File: config.mk
export PLATFORM = sky130hd
export DESIGN_NAME = rv32_instr_fetch
export DESIGN_NICKNAME = d
export VERILOG_FILES = /design/src/rtl/rv32_types.sv /design/src/rtl/rv32_fetch_fifo.sv /design/src/rtl/rv32_instr_fetch.sv
export SDC_FILE = /design/constraint.sdc
export NUM_CORES = 1
export LEC_CHECK = 0
export CAP_MARGIN = 5
export CORE_MARGIN = 5
export CORE_UTILIZATION = 47
export CTS_BUF_LIST = sky130_fd_sc_hd__clkbuf_8 sky130_fd_sc_hd__clkbuf_16
export CTS_CLUSTER_DIAMETER = 60
export DETAILED_ROUTE_END_ITERATION = 10
export MAX_ROUTING_LAYER = met4
export PLACE_DENSITY = 0.82
export REMOVE_ABC_BUFFERS = 1
export SYNTH_ARGS = -nofsm -noshare
export SYNTH_HDL_FRONTEND = slang
export SYNTH_SLANG_ARGS = --single-unit
File: constraint.sdc
create_clock -name clk -period 6.6 [get_ports clk]
set_clock_uncertainty 0.05 [all_clocks]
set_input_delay 0.66 -clock clk [delete_from_list [all_inputs] [get_ports clk]]
set_output_delay 0.66 -clock clk [all_outputs]
set_load 0.005 [all_outputs]
File: src/rtl/rv32_types.sv
// rtl/rv32_types.sv - shared fetch types: FSM state enum and fetch buffer entry
`ifndef XPR_LEN
`define XPR_LEN 32
`endif

package rv32_types;

    localparam int XLEN = `XPR_LEN;

    // Fetch address advance per granted request
    localparam logic [XLEN-1:0] PC_STEP = XLEN'(4);

    typedef enum logic [1:0] {
        IDLE = 2'd0,
        REQ  = 2'd1,
        WAIT = 2'd2,
        DROP = 2'd3
    } fetch_state_e;

    typedef struct packed {
        logic [XLEN-1:0] instr;
        logic [XLEN-1:0] pc;
    } fetch_entry_t;

endpackage

File: src/rtl/rv32_fetch_fifo.sv
// rtl/rv32_fetch_fifo.sv - instruction buffer with push/pop/flush and full/empty flags
`ifndef XPR_LEN
`define XPR_LEN 32
`endif

module rv32_fetch_fifo
    import rv32_types::*;
#(
    parameter int DEPTH = 2
) (
    input  logic         clk,
    input  logic         rst_n,
    input  logic         push_i,
    input  fetch_entry_t wdata_i,
    input  logic         pop_i,
    input  logic         flush_i,
    output fetch_entry_t rdata_o,
    output logic         empty_o,
    output logic         full_o,
    output logic         almost_full_o
);

    localparam int AW = $clog2(DEPTH);
    localparam int CW = AW + 1;
    localparam logic [CW-1:0] DEPTH_C = CW'(DEPTH);

    fetch_entry_t  mem_q [DEPTH];
    logic [AW-1:0] wptr_q, wptr_d;
    logic [AW-1:0] rptr_q, rptr_d;
    logic [CW-1:0] count_q, count_d;
    logic          do_push;
    logic          do_pop;

    // A push into a full buffer is legal only when the head leaves in the same cycle
    assign do_pop  = pop_i && (count_q != '0);
    assign do_push = push_i && ((count_q != DEPTH_C) || do_pop);

    assign rdata_o       = mem_q[rptr_q];
    assign empty_o       = (count_q == '0);
    assign full_o        = (count_q == DEPTH_C);
    assign almost_full_o = (count_q == (DEPTH_C - CW'(1)));

    // Pointer and occupancy update; flush wins over any push or pop
    always_comb begin
        wptr_d  = wptr_q;
        rptr_d  = rptr_q;
        count_d = count_q;
        if (flush_i) begin
            wptr_d  = '0;
            rptr_d  = '0;
            count_d = '0;
        end else begin
            if (do_push) wptr_d = wptr_q + AW'(1);
            if (do_pop)  rptr_d = rptr_q + AW'(1);
            case ({do_push, do_pop})
                2'b10:   count_d = count_q + CW'(1);
                2'b01:   count_d = count_q - CW'(1);
                default: count_d = count_q;
            endcase
        end
    end

    // Pointer and occupancy registers
    always_ff @(posedge clk or negedge rst_n) begin
        if (!rst_n) begin
            wptr_q  <= '0;
            rptr_q  <= '0;
            count_q <= '0;
        end else begin
            wptr_q  <= wptr_d;
            rptr_q  <= rptr_d;
            count_q <= count_d;
        end
    end

    // Entry storage; contents are only observed while the buffer is non-empty
    always_ff @(posedge clk) begin
        if (do_push && !flush_i) mem_q[wptr_q] <= wdata_i;
    end

endmodule

File: src/rtl/rv32_instr_fetch.sv
// rtl/rv32_instr_fetch.sv - RV32 instruction fetch unit; optional stall counter via RV32_FETCH_STALL_CNT_EN
`ifndef XPR_LEN
`define XPR_LEN 32
`endif

module rv32_instr_fetch
    import rv32_types::*;
#(
    parameter logic [`XPR_LEN-1:0] RESET_PC   = 32'h0000_0000,
    parameter int                  FIFO_DEPTH = 2
) (
    input  logic                clk,
    input  logic                rst_n,
    output logic                imem_req,
    output logic [`XPR_LEN-1:0] imem_addr,
    input  logic                imem_gnt,
    input  logic                imem_rvalid,
    input  logic [`XPR_LEN-1:0] imem_rdata,
    input  logic                redirect_valid,
    input  logic [`XPR_LEN-1:0] redirect_pc,
    output logic                out_valid,
    input  logic                out_ready,
    output logic [`XPR_LEN-1:0] out_instr,
    output logic [`XPR_LEN-1:0] out_pc
`ifdef RV32_FETCH_STALL_CNT_EN
    ,
    output logic [31:0]         stall_cnt
`endif
);

    fetch_state_e        state_q, state_d;
    logic [XLEN-1:0]     pc_q, pc_d;
    logic [XLEN-1:0]     req_pc_q, req_pc_d;
    logic                run_q;
    logic                grant;
    logic                push;
    logic                pop_fire;
    logic                fifo_empty;
    logic                fifo_full;
    logic                fifo_afull;
    fetch_entry_t        push_entry;
    fetch_entry_t        head_entry;

    // Buffer occupancy plus the single outstanding response never exceeds the depth:
    // a request is only issued from REQ, which is entered only when a slot is free.
    rv32_fetch_fifo #(
        .DEPTH(FIFO_DEPTH)
    ) u_fifo (
        .clk          (clk),
        .rst_n        (rst_n),
        .push_i       (push),
        .wdata_i      (push_entry),
        .pop_i        (pop_fire),
        .flush_i      (redirect_valid),
        .rdata_o      (head_entry),
        .empty_o      (fifo_empty),
        .full_o       (fifo_full),
        .almost_full_o(fifo_afull)
    );

    // run_q holds off the first request until the first edge after reset release
    always_ff @(posedge clk or negedge rst_n) begin
        if (!rst_n) run_q <= 1'b0;
        else        run_q <= 1'b1;
    end

    // FSM state register
    always_ff @(posedge clk or negedge rst_n) begin
        if (!rst_n) state_q <= REQ;
        else        state_q <= state_d;
    end

    // FSM next-state; a redirect leaves exactly one response to discard when one is in flight
    always_comb begin
        state_d = state_q;
        case (state_q)
            IDLE: begin
                if (redirect_valid || pop_fire || !fifo_full) state_d = REQ;
            end
            REQ: begin
                if (grant) state_d = redirect_valid ? DROP : WAIT;
            end
            WAIT: begin
                if (redirect_valid)   state_d = imem_rvalid ? REQ : DROP;
                else if (imem_rvalid) state_d = (fifo_afull && !pop_fire) ? IDLE : REQ;
            end
            DROP: begin
                if (imem_rvalid) state_d = REQ;
            end
            default: state_d = REQ;
        endcase
    end

    // FSM outputs and buffer handshakes; redirect kills any same-cycle push or pop
    always_comb begin
        imem_req   = run_q && (state_q == REQ);
        grant      = imem_req && imem_gnt;
        push       = (state_q == WAIT) && imem_rvalid && !redirect_valid;
        pop_fire   = !fifo_empty && out_ready && !redirect_valid;
        push_entry = '{instr: imem_rdata, pc: req_pc_q};
    end

    // Fetch PC and in-flight request PC next-state
    always_comb begin
        pc_d     = pc_q;
        req_pc_d = req_pc_q;
        if (grant)          req_pc_d = pc_q;
        if (redirect_valid) pc_d     = redirect_pc;
        else if (grant)     pc_d     = pc_q + PC_STEP;
    end

    // Fetch PC and in-flight request PC registers
    always_ff @(posedge clk or negedge rst_n) begin
        if (!rst_n) begin
            pc_q     <= RESET_PC;
            req_pc_q <= RESET_PC;
        end else begin
            pc_q     <= pc_d;
            req_pc_q <= req_pc_d;
        end
    end

    assign imem_addr = pc_q;
    assign out_valid = !fifo_empty;
    assign out_instr = fifo_empty ? '0 : head_entry.instr;
    assign out_pc    = fifo_empty ? '0 : head_entry.pc;

`ifdef RV32_FETCH_STALL_CNT_EN
    logic [31:0] stall_cnt_q;

    // Saturating count of cycles where decode is ready but has nothing to take
    always_ff @(posedge clk or negedge rst_n) begin
        if (!rst_n) stall_cnt_q <= '0;
        else if (out_ready && !out_valid && (stall_cnt_q != 32'hFFFF_FFFF))
            stall_cnt_q <= stall_cnt_q + 32'd1;
    end

    assign stall_cnt = stall_cnt_q;
`endif

endmodule

==> flow_metrics.tcl <==
set metrics [dict create \
    outcome "completed" \
    synth_most_common_cell "edfxtp_1" \
    core_mm2 0.0174 \
    clockBufferDepth 2 \
    slew_viol_final 0 \
    antenna_found_initial 1 \
    grt_pass1_wl_um 30300 \
    yosys-top-cells-area "edfxtp_1 46%, dfrtp_1 21%, mux2i_1 8.2%" \
    clk_pin_slew_ns 0.07 \
    viasPerCell 5.36 \
    final_hold_viol_count 0 \
    syn_area_per_cell_um2 12.5 \
    maxSlewHeadroom 0.339 \
    crit_path_end_kind "primary output" \
    post-route-drc-count 0 \
    num-nets-final 906 \
    cts_max_level 4 \
    cap_violations 0 \
    max_slew.worst_pin.slew_ns 0.983 \
    critPathMaxStageDelay_ns 0.71 \
    vias 5723 \
    wl_per_cell_um 18.0 \
    power_frac_clock 0.270 \
    comb_power_share 0.273 \
    cp_cell_sequence "buf_4, mux2i_1, nor2_1, clkdlybuf4s50_1" \
    crit_path_start_kind "flip-flop" \
    pwr-share-seq 0.458 \
    syn-cell-area_mm2 0.00838 \
    port_buffers 167 \
    worst-path-buf-inv 2 \
    layout-drive-gt1-share 0.0606 \
    dp_hpwl_um 12900 \
    drt_iter0_drc 502 \
    synthDistinctLibCells 48 \
    arrival_ns 2.72 \
    die_area_mm2 0.0206 \
    io_pins 168 \
    critical_path.max_fanout 40 \
    worstPathRequired_ns 5.89 \
    grt_setup_unrepaired "no" \
    die_x_um 144 \
    drtAntennaViolNets 0 \
    swShare 0.296 \
    yosys_warnings 0 \
    tns_ns 0 \
    period_minus_slack_ns 3.43 \
    netlist_top_cells_count "128 x edfxtp_1, 105 x nand2_1, 85 x nor2_1, 70 x dfrtp_1, 69 x mux2i_1" \
    cts_resized 0 \
    ys_dominant_reg_cell "edfxtp_1" \
    criticalPathCategory "reg2out" \
    root_buffer "clkbuf_16" \
    ys_ff_latch 199 \
    path_delay_family "buffers and inverters" \
    hold_buffers 0 \
    grt_pass1_vias 5720 \
    max_freq_mhz 291 \
    drt_pre_antenna_iters 5 \
    cts_setup_buffers 0 \
    p_int_mw 2.59 \
    fin_crit_sh 0.520 \
    setup_slack_ns 3.17 \
    grt_overflow_total 0 \
    synth-seq-area-share 0.671 \
    die_h_um 144 \
    syn_inst 669 \
    r2r_cells 5 \
    insertion_delay_ns 0.43 \
    r2r_setup_slack_ns 3.19 \
    timing.rr.start "state_q[0]$_DFFE_PN1P_" \
    hold_path_class "in2async" \
    cts_tree "built" \
    peakVddDrop_v 0.000213 \
    yosysTopAreaCell "edfxtp_1" \
    slowest_stage "dfrtp_4" \
    grt_max_degree 72 \
    rows 48 \
    synthToLayoutAreaGrowth_pct 29.3 \
    numCtsBuffers 17 \
    initial_core_util 0.481 \
    dp_slack_ns 2.85 \
    track_usage 0.196 \
    wl_um 19300 \
    synth-edff-count 128 \
    setup_viol 0 \
    gp_congestion 0.813 \
    p_switching_mw 1.09 \
    synth.top_cell.area_share 0.459 \
    p_per_area_mw_per_mm2 340 \
    synthArstFlopShare 0.357 \
    clock-sinks 199 \
    reg2reg_to "imem_addr[17]$_DFFE_PN0N_" \
    power.leakage_nw 3.90 \
]
-- state kept, by name (all words and copies together), names as in the netlist --
signal	cells
imem_addr	32
u_fifo.rptr_q	1
u_fifo.wptr_q	1
run_q	1
req_pc_q	32
u_fifo.count_q	2
state_q	2
u_fifo.mem_q	128
-- power groups by stage --
stage / logic, mW / registers (mW) / clock network, mW
6_report: 1.00 / 1.69 / 0.994
2_1_floorplan: 0.494 / 1.70 / 0
3_3_place_gp: 0.997 / 1.70 / 0
5_1_grt: 1.11 / 1.71 / 1.06
4_1_cts: 1.02 / 1.68 / 1.01
3_5_place_dp: 1.02 / 1.71 / 0
-- cell families after synthesis --
family / after synthesis / share of synthesized area
other: 1 / 0.000448
buffers and inverters: 47 / 0.0219
AOI/OAI and AO/OA: 64 / 0.0503
xor gates and xnor gates: 13 / 0.0136
muxes: 71 / 0.0851
and+or+nand+nor: 266 / 0.146
DFF: 199 / 0.671
adders and majority gates: 8 / 0.0119
-- through the flow --
step	util	std cells	total power [mW]	hold WS, ns	cell area, um^2
detailed placement	0.589	1034	2.73	0.406	10300
floorplan	-	635	2.19	0.314	8240
global route	0.622	1067	3.88	0.383	10800
CTS	0.622	1066	3.71	0.356	10800
finish	0.622	1067	3.69	0.296	10800
global placement	0.589	1034	2.69	0.397	10300
-- how the worst max path moves through the flow --
stage                                  start                      endpoint  slack, ns  cells after the start
2_1_floorplan  u_fifo.count_q[0]$_DFFE_PN0P_  u_fifo.mem_q[1][0]$_DFFE_PP_      -0.45                      5
3_3_place_gp                        imem_gnt     imem_addr[17]$_DFFE_PN0N_       2.93                      5
3_5_place_dp                        imem_gnt     imem_addr[17]$_DFFE_PN0N_       2.85                      5
4_1_cts            u_fifo.rptr_q$_DFFE_PN0P_                     out_pc[4]       3.14                      4
5_1_grt               state_q[0]$_DFFE_PN1P_     imem_addr[17]$_DFFE_PN0N_       2.99                      5
6_report           u_fifo.rptr_q$_DFFE_PN0P_                     out_pc[4]       3.17                      4
-- cell type report --
class / count / area, um^2
clock inverter: 15 / 148
inverter: 13 / 48.8
clock buffer: 17 / 425
sequential: 199 / 5630
tap: 225 / 282
fill: 1372 / 6580
multi-input combinational: 423 / 2590
timing repair buffer: 174 / 1720
antenna: 1 / 2.50
-- layout by cell type, fill, tap and decap left out, drive strengths merged, types with 9 or more instances in the layout --
| master | count |
|---|---|
| clkdlybuf4s50 | 165 |
| edfxtp | 128 |
| nand2 | 105 |
| nor2 | 85 |
| dfrtp | 70 |
| mux2i | 69 |
| o21ai | 24 |
| clkbuf | 17 |
| inv | 17 |
| nand4 | 13 |
| a31oi | 12 |
| nand3 | 11 |
| xnor2 | 9 |
| nor4 | 9 |
| or4 | 9 |
| buf | 9 |
-- per-layer routing --
| layer | part of all wire | vias up | GRT usage |
|---|---|---|---|
| met5 | 0 | - | - |
| met4 | 0.021 | 0 | 0.0684 |
| met3 | 0.069 | 27 | 0.0376 |
| met2 | 0.49 | 186 | 0.321 |
| met1 | 0.42 | 2771 | 0.246 |
| li1 | - | 2739 | - |
Note: power is estimated with default switching activity, not from simulation.
